## config.mk

```make
export PLATFORM = sky130hd
export DESIGN_NAME = sync_fifo_flags
export DESIGN_NICKNAME = d
export VERILOG_FILES = /design/src/rtl/sync_fifo_pkg.sv /design/src/rtl/sync_fifo_ram.sv /design/src/rtl/sync_fifo_flags.sv
export SDC_FILE = /design/constraint.sdc
export NUM_CORES = 1
export LEC_CHECK = 0
export ABC_AREA = 1
export BUFFER_PORTS_ARGS = -buffer_cell sky130_fd_sc_hd__clkbuf_2
export CAP_MARGIN = 20
export CELL_PAD_IN_SITES_DETAIL_PLACEMENT = 1
export CELL_PAD_IN_SITES_GLOBAL_PLACEMENT = 2
export CORE_ASPECT_RATIO = 0.8
export CORE_MARGIN = 1.5
export CORE_UTILIZATION = 30
export CTS_BUF_LIST = sky130_fd_sc_hd__clkbuf_4 sky130_fd_sc_hd__clkbuf_8 sky130_fd_sc_hd__clkbuf_16
export CTS_CLUSTER_DIAMETER = 50
export CTS_CLUSTER_SIZE = 10
export DETAILED_ROUTE_END_ITERATION = 10
export PLACE_DENSITY = 0.7
export REMOVE_ABC_BUFFERS = 1
export SLEW_MARGIN = 20
export SYNTH_ARGS = -nofsm -noshare
export SYNTH_HDL_FRONTEND = slang
export SYNTH_HIERARCHICAL = 1
export SYNTH_SLANG_ARGS = --single-unit
```

## constraint.sdc

```tcl
create_clock -name clk -period 12.7 [get_ports clk]
set_input_delay 1.905 -clock clk [delete_from_list [all_inputs] [get_ports clk]]
set_output_delay 1.905 -clock clk [all_outputs]
set_load 0.02 [all_outputs]
```

## src/rtl/sync_fifo_pkg.sv

```systemverilog
// sync_fifo_pkg: shared types and helpers for the sync_fifo_flags FIFO.
//   fifo_mode_e : read mode, FIFO_STD (registered dout) or FIFO_FWFT (head word on dout)
//   ptr_w()     : pointer width for a given depth, one extra bit to tell full from empty
package sync_fifo_pkg;
   typedef enum logic {FIFO_STD, FIFO_FWFT} fifo_mode_e;
   function automatic int ptr_w(input int depth);
      return $clog2(depth) + 1;
   endfunction
endpackage

```

## src/rtl/sync_fifo_ram.sv

```systemverilog
// sync_fifo_ram: DEPTH x WIDTH register array, synchronous write, asynchronous read.
//   clk     : write clock
//   we_i    : write enable
//   waddr_i : write address
//   wdata_i : write data
//   raddr_i : read address
//   rdata_o : read data, combinational from raddr_i
module sync_fifo_ram #(
   parameter int DEPTH = 8,
   parameter int WIDTH = 64,
   parameter int AW = $clog2(DEPTH)
) (
   input  logic             clk,
   input  logic             we_i,
   input  logic [AW-1:0]    waddr_i,
   input  logic [WIDTH-1:0] wdata_i,
   input  logic [AW-1:0]    raddr_i,
   output logic [WIDTH-1:0] rdata_o
);
   logic [WIDTH-1:0] mem_q [DEPTH];
   always_ff @(posedge clk)
      if (we_i) mem_q[waddr_i] <= wdata_i;
   assign rdata_o = mem_q[raddr_i];
endmodule

```

## src/rtl/sync_fifo_flags.sv

```systemverilog
// sync_fifo_flags: single-clock FIFO with occupancy count, threshold flags, FWFT mode and error reporting.
//   clk          : rising-edge clock
//   reset        : asynchronous active-low reset
//   wen/din      : write request and data
//   ren          : read request (pop acknowledge in FIFO_FWFT)
//   clr_err      : clears sticky error flags (only with SYNC_FIFO_ERR_STICKY_EN)
//   dout         : read data
//   full/empty, almost_full/almost_empty, count : status from the registered pointers
//   overflow/underflow : rejected write/read; 1-cycle pulse by default,
//                        sticky until clr_err when SYNC_FIFO_ERR_STICKY_EN is defined
module sync_fifo_flags
   import sync_fifo_pkg::*;
#(
   parameter int         DEPTH    = 8,
   parameter int         WIDTH    = 64,
   parameter fifo_mode_e MODE     = FIFO_STD,
   parameter int         AF_LEVEL = DEPTH - 2,
   parameter int         AE_LEVEL = 1
) (
   input  logic                     clk,
   input  logic                     reset,
   input  logic                     wen,
   input  logic [WIDTH-1:0]         din,
   input  logic                     ren,
   input  logic                     clr_err,
   output logic [WIDTH-1:0]         dout,
   output logic                     full,
   output logic                     empty,
   output logic                     almost_full,
   output logic                     almost_empty,
   output logic [$clog2(DEPTH):0]   count,
   output logic                     overflow,
   output logic                     underflow
);
   localparam int AW = $clog2(DEPTH);
   localparam int PW = ptr_w(DEPTH);
   logic [PW-1:0]    wr_q, wr_d, rd_q, rd_d;
   logic             ov_q, ov_d, uf_q, uf_d;
   logic             we, re;
   logic [WIDTH-1:0] rdata;
   // The extra pointer bit makes the modulo difference span 0..DEPTH.
   assign count        = wr_q - rd_q;
   assign full         = count == PW'(DEPTH);
   assign empty        = count == '0;
   assign almost_full  = count >= PW'(AF_LEVEL);
   assign almost_empty = count <= PW'(AE_LEVEL);
   assign we           = wen && !full;
   assign re           = ren && !empty;
   assign overflow     = ov_q;
   assign underflow    = uf_q;
   always_comb begin
      wr_d = wr_q + PW'(we);
      rd_d = rd_q + PW'(re);
`ifdef SYNC_FIFO_ERR_STICKY_EN
      ov_d = clr_err ? 1'b0 : ov_q | (wen && full);
      uf_d = clr_err ? 1'b0 : uf_q | (ren && empty);
`else
      ov_d = wen && full;
      uf_d = ren && empty;
`endif
   end
`ifndef SYNC_FIFO_ERR_STICKY_EN
   logic unused_clr_err;
   assign unused_clr_err = clr_err;
`endif
   always_ff @(posedge clk or negedge reset)
      if (!reset) begin
         wr_q <= '0;
         rd_q <= '0;
         ov_q <= 1'b0;
         uf_q <= 1'b0;
      end else begin
         wr_q <= wr_d;
         rd_q <= rd_d;
         ov_q <= ov_d;
         uf_q <= uf_d;
      end
   sync_fifo_ram #(.DEPTH(DEPTH), .WIDTH(WIDTH), .AW(AW)) u_ram (
      .clk     (clk),
      .we_i    (we),
      .waddr_i (wr_q[AW-1:0]),
      .wdata_i (din),
      .raddr_i (rd_q[AW-1:0]),
      .rdata_o (rdata)
   );
   if (MODE == FIFO_STD) begin : g_std
      logic [WIDTH-1:0] dout_q, dout_d;
      assign dout_d = re ? rdata : dout_q;
      always_ff @(posedge clk or negedge reset)
         if (!reset) dout_q <= '0;
         else dout_q <= dout_d;
      assign dout = dout_q;
   end else begin : g_fwft
      // Head word is exposed directly; storage behind an empty FIFO is stale, so force zero.
      assign dout = empty ? '0 : rdata;
   end
endmodule

```

==> summary.md <==
| Metric | Value |
|---|---|
| Seq/Total Area, Yosys | 67.6% |
| Worst-case clock buffer depth | 3 |
| Slew Limit Fails | 0 |
| Critical path arrival | 3.01 ns |
| Leak | 14.0 nW |
| Commonest non-fill, non-tap cell in the layout | nand2_1 |
| Total CTS buffers | 83 |
| Final instance area | 0.0300 mm^2 |
| Setup TNS | 0 ns |
| CP Capture Type | output pin |
| Routed WL per cell | 18.6 um |
| Post-route ant nets | 0 |
| Die Ht | 264 um |
| Most frequent cells in the layout | nand2_1 (975), inv_1 (532), edfxtp_1 (512), nand3_1 (324), clkbuf_2 (139) |
| Syn. warnings | 6 |
| Placed cell area | 0.0272 mm^2 |
| Pre-antenna DRT Iters | 5 |
| Initial antenna violation count | 6 |
| Hpwl dp | 39.3 mm |
| Post-CTS Repair Setup Buffers | 0 |
| Final Hold Viols | 0 |
| Initial DRC Count | 887 |
| Syn Inst Count | 2,570 |
| Clock skew | 0.0258 ns |
| Root Buffer | clkbuf_16 |
| Die width | 329 um |
| Top-area cell type share of the netlist area | 60.3% |
| Top_reg_cell synth | edfxtp_1 |
| Detailed-route DRC error count | 0 |
| Count of distinct cell types in the synthesized netlist | 20 |
| Synthesized area | 0.0255 mm^2 |
| TritonCTS clock tree | built |
| P per Cell Area | 255 mW/mm^2 |
| Global-route wire length before repair | 110 mm |
| Vias in the first global route | 18,500 |
| Worst path required time | 10.80 ns |
| Gr usage total | 16.8% |
| # setup viols final | 0 |
| Fin crit period | 4.91 ns |
| Starting Density | 30.3% |
| Vias | 17,300 |
| Setup Crit Path Kind | reg -> out |
| Port bufs | 141 |
| Final worst-path cycle share | 38.7% |
| FMAX | 204 MHz |
| RSZ-0062 raised after global routing | no |
| Die ar. | 0.0867 mm^2 |
| Core area | 0.0840 mm^2 |
| Status | finished, final reports clean |
| Clock sink total | 586 |
| Worst Setup Start Kind | flip-flop |
| Synth area leader | edfxtp_1 |
| VDD IR-drop max | 0.000114 V |
| Largest net degree at the start of global routing | 135 |
| Yosys reg bits | 586 |
| Critical path peak fanout | 45 |
| Slew headroom | 36.0% |
| Share of layout cells above drive strength 1 | 11.9% |
| Core Rows | 95 |
| Routability cong. | 0.708 |
| Synth top area cells | edfxtp_1 (60%), nand2_1 (14%), inv_1 (7.8%) |
| CTS Hold Bufs | 0 |
| Class of the worst hold path | reg -> reg |
| CTS clk-pin slew, worst paths | 0.05 ns |
| Post-Route WL | 72.3 mm |
| Layout area overhead | 17.7% |
| Post-synth ARST share | 12.6% |
| GRT overflow | 0 |
| Nets@finish | 2,780 |
| CTS HTree Levels | 3 |
| Vias per std cell | 4.47 |
| Post-synth EDFFs | 512 |
| Post_cts resized | 0 |
| Mean Syn Cell Area | 9.92 um^2 |
| Ports | 143 |
| Slew @ Worst Pin | 0.958 ns |
| # Max-Cap Violations | 0 |
| Skew-Pair Late Insertion Delay | 0.62 ns |
power by group:
part | switching [mW] | internal (mW)
logic | 1.87 | 0.683
registers | 0.217 | 2.52
clock network | 0.842 | 1.51
layer usage:
layer  share of wire, %  track usage (%)  wire [um]  vias up
li1                   -                -          -     8278
met1                 44             21.0      31900     8662
met2                 50             29.3      36000      257
met3                3.9             3.30       2840      126
met4                2.0             4.75       1480       12
met5               0.12                0         84        -
final timing paths:
path,startpoint,endpoint,slack [ns],depth (start not counted)
max,rd_q[0],empty,7.79,9
min,dout[61],dout[61],0.47,2
max reg2reg,rd_q[0],u_ram/mem_q[7][10],7.96,12
min reg2reg,dout[61],dout[61],0.47,2
max in group asynchronous,reset,rd_q[0],10.25,2
min in group asynchronous,reset,dout[7],1.29,1
final cells by class:
type                       count  area (um^2)
tap                         1115         1400
clock buffer                 113         2340
inverter                     535         2020
multi-input combinational   1330         5590
clock inverter                35          498
sequential                   586        17200
fill                        9384        54000
antenna                        1         2.50
timing repair buffer         167          906
sequential cells by signal, summed over array words and instances (netlist names):
name         count
underflow        1
overflow         1
u_ram/mem_q    512
wr_q             4
dout            64
rd_q             4
metrics by stage:
step / instances / utilization (%) / worst slack, ns / hold WS [ns] / power, mW
after floorplan: 2451 / - / 3.48 / 0.521 / 4.43
after global placement: 3733 / 32.3 / 7.89 / 0.455 / 5.32
after detailed placement: 3733 / 32.3 / 7.84 / 0.460 / 5.40
after CTS: 3881 / 35.7 / 7.67 / 0.474 / 7.81
after global routing: 3881 / 35.7 / 7.61 / 0.491 / 8.16
final: 3882 / 35.7 / 7.79 / 0.468 / 7.65
worst max-delay path, stage by stage, from the launching register on:
cell and delay, ns:
dfrtp_4 0.80, ha_1 0.26, inv_1 0.07, fa_1 0.47, inv_1 0.10, nand3_2 0.09, nor2_2 0.16, nand3_4 0.18
inv_1 0.10, clkbuf_2 0.18
Yosys cell counts (4+ instances only):
master and instances:
nand2_1 976, inv_1 533, edfxtp_1 512, nand3_1 324
dfrtp_1 74, buf_2 59, buf_4 19, buf_6 19
clkbuf_1 17, nor2_1 12, ha_1 7, buf_1 5
xor2_1 4
logic make-up (layout without fill, tap and decap cells):
family                   Yosys count  after routing  share of synthesized area [%]
AO/OA/AOI/OAI                      2              2                         0.0491
other                              0              1                              0
buffers and inverters            654            850                           10.8
flip-flops                       586            586                           67.6
XOR/XNOR                           4              4                          0.137
adder cells (fa/ha/maj)            8              8                          0.422
AND/OR/NAND/NOR                 1316           1316                           21.0
(Power assumes the default switching activity.)
